[config.mk]
export PLATFORM = sky130hd
export DESIGN_NAME = llc_flush_sequencer
export DESIGN_NICKNAME = d
export VERILOG_FILES = /design/src/rtl/llc_flush_sequencer_pkg.sv /design/src/rtl/llc_flush_walk_cnt.sv /design/src/rtl/llc_flush_sequencer.sv
export SDC_FILE = /design/constraint.sdc
export NUM_CORES = 1
export LEC_CHECK = 0
export ABC_AREA = 1
export CAP_MARGIN = 20
export CELL_PAD_IN_SITES_DETAIL_PLACEMENT = 0
export CELL_PAD_IN_SITES_GLOBAL_PLACEMENT = 2
export CORE_ASPECT_RATIO = 0.8
export CORE_UTILIZATION = 28
export CTS_CLUSTER_SIZE = 25
export DETAILED_ROUTE_END_ITERATION = 10
export PLACE_DENSITY_LB_ADDON = 0.12
export SYNTH_ARGS = -nofsm -noshare
export SYNTH_HDL_FRONTEND = slang
export SYNTH_SLANG_ARGS = --single-unit
[constraint.sdc]
create_clock -name clk -period 3.2 [get_ports clk]
set_clock_uncertainty 0.05 [all_clocks]
set_input_delay 0.96 -clock clk [delete_from_list [all_inputs] [get_ports clk]]
set_output_delay 0.96 -clock clk [all_outputs]
set_load 0.005 [all_outputs]
[src/rtl/llc_flush_sequencer_pkg.sv]
// Shared geometry constants and FSM state type for the LLC flush/reset walker.
package llc_flush_sequencer_pkg;

    localparam int LLC_SETS     = 4;
    localparam int LLC_WAYS     = 2;
    localparam int LLC_SET_BITS = $clog2(LLC_SETS);
    localparam int LLC_WAY_BITS = $clog2(LLC_WAYS);

    typedef enum logic [1:0] {
        IDLE  = 2'd0,
        ISSUE = 2'd1,
        DRAIN = 2'd2,
        DONE  = 2'd3
    } llc_flush_state_t;

endpackage

[src/rtl/llc_flush_walk_cnt.sv]
// Set-major / way-minor line counter; saturates on the last line of the cache.
module llc_flush_walk_cnt #(
    parameter int SETS = 4,
    parameter int WAYS = 2,
    localparam int SET_BITS = $clog2(SETS),
    localparam int WAY_BITS = $clog2(WAYS)
) (
    input  logic                clk,
    input  logic                rst,
    input  logic                clr,
    input  logic                inc,
    output logic [SET_BITS-1:0] set_idx,
    output logic [WAY_BITS-1:0] way_idx,
    output logic                last
);
    import llc_flush_sequencer_pkg::*;

    localparam logic [SET_BITS-1:0] SET_LAST = SET_BITS'(SETS - 1);
    localparam logic [WAY_BITS-1:0] WAY_LAST = WAY_BITS'(WAYS - 1);
    localparam logic [SET_BITS-1:0] SET_ONE  = SET_BITS'(1);
    localparam logic [WAY_BITS-1:0] WAY_ONE  = WAY_BITS'(1);

    assign last = (set_idx == SET_LAST) && (way_idx == WAY_LAST);

    always_ff @(posedge clk or negedge rst) begin
        if (!rst) begin
            set_idx <= '0;
            way_idx <= '0;
        end else if (clr) begin
            set_idx <= '0;
            way_idx <= '0;
        end else if (inc && !last) begin
            if (way_idx == WAY_LAST) begin
                way_idx <= '0;
                set_idx <= set_idx + SET_ONE;
            end else begin
                way_idx <= way_idx + WAY_ONE;
            end
        end
    end

endmodule

[src/rtl/llc_flush_sequencer.sv]
// Walks every LLC line once per start request, bounding in-flight line operations,
// then waits for all completions before reporting done.
module llc_flush_sequencer #(
    parameter int LLC_SETS  = llc_flush_sequencer_pkg::LLC_SETS,
    parameter int LLC_WAYS  = llc_flush_sequencer_pkg::LLC_WAYS,
    parameter int MAX_OUTST = 2,
    localparam int SET_BITS = $clog2(LLC_SETS),
    localparam int WAY_BITS = $clog2(LLC_WAYS),
    localparam int OUT_BITS = $clog2(MAX_OUTST + 1)
) (
    input  logic                clk,
    input  logic                rst,
    input  logic                start_valid,
    output logic                start_ready,
    input  logic                pause,
    output logic                line_valid,
    input  logic                line_ready,
    output logic [SET_BITS-1:0] line_set,
    output logic [WAY_BITS-1:0] line_way,
    input  logic                line_done,
    output logic                done_valid,
    input  logic                done_ready,
    output logic                busy,
    output logic                err_underflow
);
    import llc_flush_sequencer_pkg::*;

    localparam logic [OUT_BITS-1:0] OUT_LIMIT = OUT_BITS'(MAX_OUTST);
    localparam logic [OUT_BITS-1:0] OUT_ONE   = OUT_BITS'(1);

    llc_flush_state_t    state;
    logic [OUT_BITS-1:0] outst;
    logic [OUT_BITS-1:0] outst_next;
    logic                start_acc;
    logic                line_hs;
    logic                walk_last;
    logic                underflow;

    assign start_acc   = (state == IDLE) && start_valid;
    assign start_ready = (state == IDLE);
    assign busy        = (state != IDLE);
    assign done_valid  = (state == DONE);
    // pause only masks the offer; everything downstream of the handshake keeps running
    assign line_valid  = (state == ISSUE) && !pause && (outst < OUT_LIMIT);
    assign line_hs     = line_valid && line_ready;

    llc_flush_walk_cnt #(
        .SETS (LLC_SETS),
        .WAYS (LLC_WAYS)
    ) u_walk_cnt (
        .clk     (clk),
        .rst     (rst),
        .clr     (start_acc),
        .inc     (line_hs),
        .set_idx (line_set),
        .way_idx (line_way),
        .last    (walk_last)
    );

    always_comb begin
        outst_next = outst;
        underflow  = 1'b0;
        if (line_hs && !line_done) begin
            outst_next = outst + OUT_ONE;
        end else if (line_done && !line_hs) begin
            if (outst == '0) begin
                underflow = 1'b1;
            end else begin
                outst_next = outst - OUT_ONE;
            end
        end
    end

    always_ff @(posedge clk or negedge rst) begin
        if (!rst) begin
            state         <= IDLE;
            outst         <= '0;
            err_underflow <= 1'b0;
        end else begin
            err_underflow <= err_underflow || underflow;
            outst         <= start_acc ? '0 : outst_next;
            case (state)
                IDLE:    if (start_valid) state <= ISSUE;
                ISSUE:   if (line_hs && walk_last) state <= DRAIN;
                // leave one cycle after the count settles at zero, counting this cycle's completion
                DRAIN:   if (outst_next == '0) state <= DONE;
                DONE:    if (done_ready) state <= IDLE;
                default: state <= IDLE;
            endcase
        end
    end

endmodule

# ---- Word-level counts from Yosys, hierarchy flattened
# Index checks and enable logic that the tools add are counted.
# Widths: inputs -> output; s select.
dict set report word_totals {
  output_inout_bits 8
  inputBits 7
  reg_bits 8
  elab_cells 58
}
dict set report classes {
  n_reduce_logical 22
  addsub 4
  n_eq_ne 8
  magnitude_cmp 1
  muxes 18
}
# op n
set op_table {}
lappend op_table {{$mux 2} 11}
lappend op_table {{$logic_and 1x1->1} 9}
lappend op_table {{$pmux 2 s4} 1}
lappend op_table {{$eq 2x2->1 const B} 3}
lappend op_table {{$logic_not 2->1} 3}
lappend op_table {{$mux 1} 6}
lappend op_table {{$reduce_bool 2->1} 3}
lappend op_table {{$add 2x1->2 const B} 2}
lappend op_table {{$logic_not 1->1} 4}
lappend op_table {{$ne 2x1->1 const B} 2}
lappend op_table {{$ne 2x2->1 const B} 2}
lappend op_table {{$reduce_and 4->1} 1}
lappend op_table {{$eq 2x1->1 const B} 1}
lappend op_table {{$lt 2x2->1 const B} 1}
lappend op_table {{$reduce_and 2->1} 1}
lappend op_table {{$sub 2x1->2 const B} 1}
lappend op_table {{$add 1x1->1 const B} 1}
lappend op_table {{$logic_or 1x1->1} 1}

# ---- Logic depth before layout (Yosys ltp)
dict set report logic_depth {
  ltp_word 11
  ltp_mapped 11
  mapped_depth_nobuf 11
}

# ---- Modules after synthesis
# From an unflattened synthesis, not the netlist that was laid out.
dict set report hier_totals {
  cells_unflattened 76
  area_unflattened_um2 586.8
}
# mod seq_area_each_um2 cells_per_inst area_each_um2 n_inst
set by_module_without_submodules {}
lappend by_module_without_submodules {llc_flush_sequencer 125.1 55 420.4 1}
lappend by_module_without_submodules {llc_flush_walk_cnt 75.1 21 166.4 1}

# ---- Least setup slack after synthesis
# OpenSTA, ideal clock, no wires.
dict set report synth_path {
  path_kind {input -> output}
  start {input port pause}
  end {output port line_valid}
  path_stages 1
  required_ps 2190
  path_buffers 0
  setup_slack_ps 1047
  t_arrival_ps 1143
  path_cell_list {nor3b_2}
}
dict set report synth_via {
  elab_chain_len 3
}
# element line_no
set synth_lines {}
lappend synth_lines {{from (decl)} llc_flush_sequencer.sv:15} ;# input logic pause,
lappend synth_lines {{$logic_not 1->1} llc_flush_sequencer.sv:44} ;# assign line_valid = (state == ISSUE) && !pause && (outst < OUT_LIMIT);
lappend synth_lines {{$logic_and 1x1->1 (2 in a row)} llc_flush_sequencer.sv:44}
lappend synth_lines {{to (decl)} llc_flush_sequencer.sv:16} ;# output logic line_valid,
# No other way between the ends.

# ---- Worst setup path in the final report
# Same ends and word-level chain as after synthesis.

==> impl_metrics.json <==
{
  "outcome": "complete, no violations",
  "vias": 465,
  "worst_pin_slew_ns": 0.361,
  "drt_first_pass_iters": 2,
  "powerDensity_mw_per_mm2": 704,
  "path_delay_family": "buffers and inverters",
  "insertion_delay_ns": 0.25,
  "fin_crit_sh": 0.980,
  "slew_viol_final": 0,
  "core_area_sq_mm": 0.00172,
  "synth.cell_area_sq_um": 546,
  "die_width_microns": 51.4,
  "drt_iter0_markers": 5,
  "cts_buffer_depth": 2,
  "antenna_found_initial": 0,
  "cp_num_buf_inv": 2,
  "grt_pass1_wl_microns": 1960,
  "tns_ns": 0,
  "synth_cell_types": 22,
  "ctsResizeCount": 0,
  "path_clk_slew_ns": 0.05,
  "syn_nets": 78,
  "fin_nets": 97,
  "syn_avg_cell_area_sq_um": 8.66,
  "cts_tree": "done",
  "drc_errors": 0,
  "finalHoldViolCount": 0,
  "fmax_ghz": 0.319,
  "rsz0062_at_grt": "false",
  "cts_buffers": 3,
  "h-tree-depth": 1,
  "clockPowerShare": 0.146,
  "p_sw_mw": 0.195,
  "place_hpwl_microns": 882,
  "ys_ff_latch": 8,
  "critPathMaxFanout": 2,
  "arrival_ns": 2.12,
  "final_antenna_net_count": 0,
  "worstHoldPathType": "reg2reg",
  "combinationalPowerShare": 0.536,
  "p_total_mw": 0.518,
  "overflow": 0,
  "irDropWorstVdd_mv": 0.328,
  "start_kind": "primary input",
  "pwr-share-seq": 0.318,
  "cts_hold_buf": 0,
  "grt_pass1_vias": 461,
  "start_util": 0.316,
  "grt_util_all_layers": 0.124,
  "cp-end-kind": "primary output",
  "grt_max_degree": 9,
  "die_h_microns": 41.5,
  "yosysWarnings": 0,
  "postSynthCellCount": 63,
  "path_common_cell": "clkdlybuf4s50_1",
  "place_congestion": 0.737,
  "die-area_sq_mm": 0.00213,
  "cts_setup_buffers": 0,
  "crit_type": "in2out",
  "ys_seq_area_frac": 0.367,
  "syn_to_final_growth_pct": 34.9,
  "p_leak_nw": 0.358,
  "critPathSlowestCell": "clkdlybuf4s50_1",
  "io_buffers": 14,
  "power.share.switching": 0.377,
  "relSlewSlack": 0.759,
  "slowest_delay_ns": 0.52,
  "fin_crit_ns": 3.13,
  "cts_sinks": 8,
  "worstPathCellList": "clkdlybuf4s50_1, nor3b_2, clkdlybuf4s50_1",
  "totalWireLength_microns": 1080,
  "post_drt_wl_per_cell_microns": 10.6,
  "ioPinCount": 15,
  "via_per_inst": 4.56,
  "max_cap_viol_count": 0,
  "cts_root_buffer": "clkbuf_4",
  "std_cell_rows": 13,
  "setup_viol": 0,
  "nFillCells": 175,
  "drive_above_1_share": 0.150,
  "n_antenna_cell": 0,
  "p_int_mw": 0.323,
  "required_ns": 2.19
}
-- worst reg2reg max path: cells and delay by family (launching register included) --
family                   cells  cell delay (ns)
AND/OR/NAND/NOR              9             0.80
flip-flops                   1             0.41
adder cells (fa/ha/maj)      1             0.22
buffers and inverters        1             0.09
-- registers in the layout, summed over array words and instances (netlist names) --
name                cells
err_underflow           1
u_walk_cnt.set_idx      2
outst                   2
state                   2
u_walk_cnt.way_idx      1
-- metal layers --
metal | part of all wire | GRT usage
met5 | 0 | 0
met1 | 0.54 | 0.171
met3 | 0.073 | 0.0183
met4 | 0.0056 | 0.0811
met2 | 0.38 | 0.179
-- cell usage after synthesis --
cell       n  area (sq um)
nand3b_1   1          7.51
nand3_1    4          20.0
nand3_2    1          10.0
a211oi_1   1          7.51
or2_2      1          6.26
a21boi_2   1          11.3
nand4_1    2          12.5
o22ai_1    1          6.26
nand2_1   11          41.3
inv_1     10          37.5
a21oi_1    3          15.0
nor2_2     1          6.26
a31o_2     1          8.76
ha_1       8           100
o21ai_1    1          5.00
nand2_2    1          6.26
o21ai_0    2          10.0
inv_2      1          3.75
nor2_1     2          7.51
nor3_2     1          10.0
nor3b_2    1          12.5
dfrtp_1    8           200
-- layout by cell type, fill, tap and decap left out, types with 2 or more instances in the layout --
cell	netlist	final
nand2_1	11	11
o21ai_0	2	2
nand4_1	2	2
inv_1	10	10
clkbuf_4	0	3
a21oi_1	3	3
nand3_1	4	4
dfrtp_1	8	8
clkdlybuf4s50_1	0	14
ha_1	8	8
nor2_1	2	2
-- cells by family after synthesis --
group | count (synthesis) | synth area share
and+or+nand+nor | 26 | 0.257
buffers and inverters | 11 | 0.0757
AOI/OAI and AO/OA | 10 | 0.117
adders and majority gates | 8 | 0.183
DFF | 8 | 0.367
-- power by group through the flow --
stage / registers [mW] / clock network, mW / logic [mW]
4_1_cts: 0.165 / 0.0787 / 0.283
2_1_floorplan: 0.162 / 0 / 0.164
6_report: 0.165 / 0.0755 / 0.278
5_1_grt: 0.171 / 0.0878 / 0.322
3_5_place_dp: 0.167 / 0 / 0.281
3_3_place_gp: 0.168 / 0 / 0.284
-- cell type report --
cell class,count,area [sq um],area share
clock buffer,3,22.5,0.0306
inverter,11,41.3,0.0561
multi-input combinational,44,304,0.413
sequential,8,200,0.272
tap,22,27.5,0.0374
timing repair buffer,14,140,0.190
-- per-stage QoR --
| stage | setup WS [ns] | hold WS (ns) | utilization | cell area, sq um | cells |
|---|---|---|---|---|---|
| 2_1_floorplan | 1.05 | 0.416 | - | 546 | 63 |
| 3_3_place_gp | 0.0741 | 0.413 | 0.414 | 713 | 99 |
| 3_5_place_dp | 0.0544 | 0.407 | 0.414 | 713 | 99 |
| 4_1_cts | 0.0498 | 0.426 | 0.427 | 736 | 102 |
| 5_1_grt | 0.0117 | 0.465 | 0.427 | 736 | 102 |
| 6_report | 0.0651 | 0.420 | 0.427 | 736 | 102 |
-- path summary, 6_finish.rpt --
| path | from | endpoint | slack (ns) | depth (start not counted) |
|---|---|---|---|---|
| max in group asynchronous | rst | state[1] | 1.90 | 1 |
| min in group asynchronous | rst | err_underflow | 0.94 | 1 |
| worst min register to register | err_underflow | err_underflow | 0.42 | 1 |
| worst max register to register | state[1] | state[1] | 1.54 | 11 |
| worst min-delay path | err_underflow | err_underflow | 0.42 | 1 |
| worst max-delay path | pause | line_valid | 0.07 | 3 |
Power figures use the tool's default switching activity.
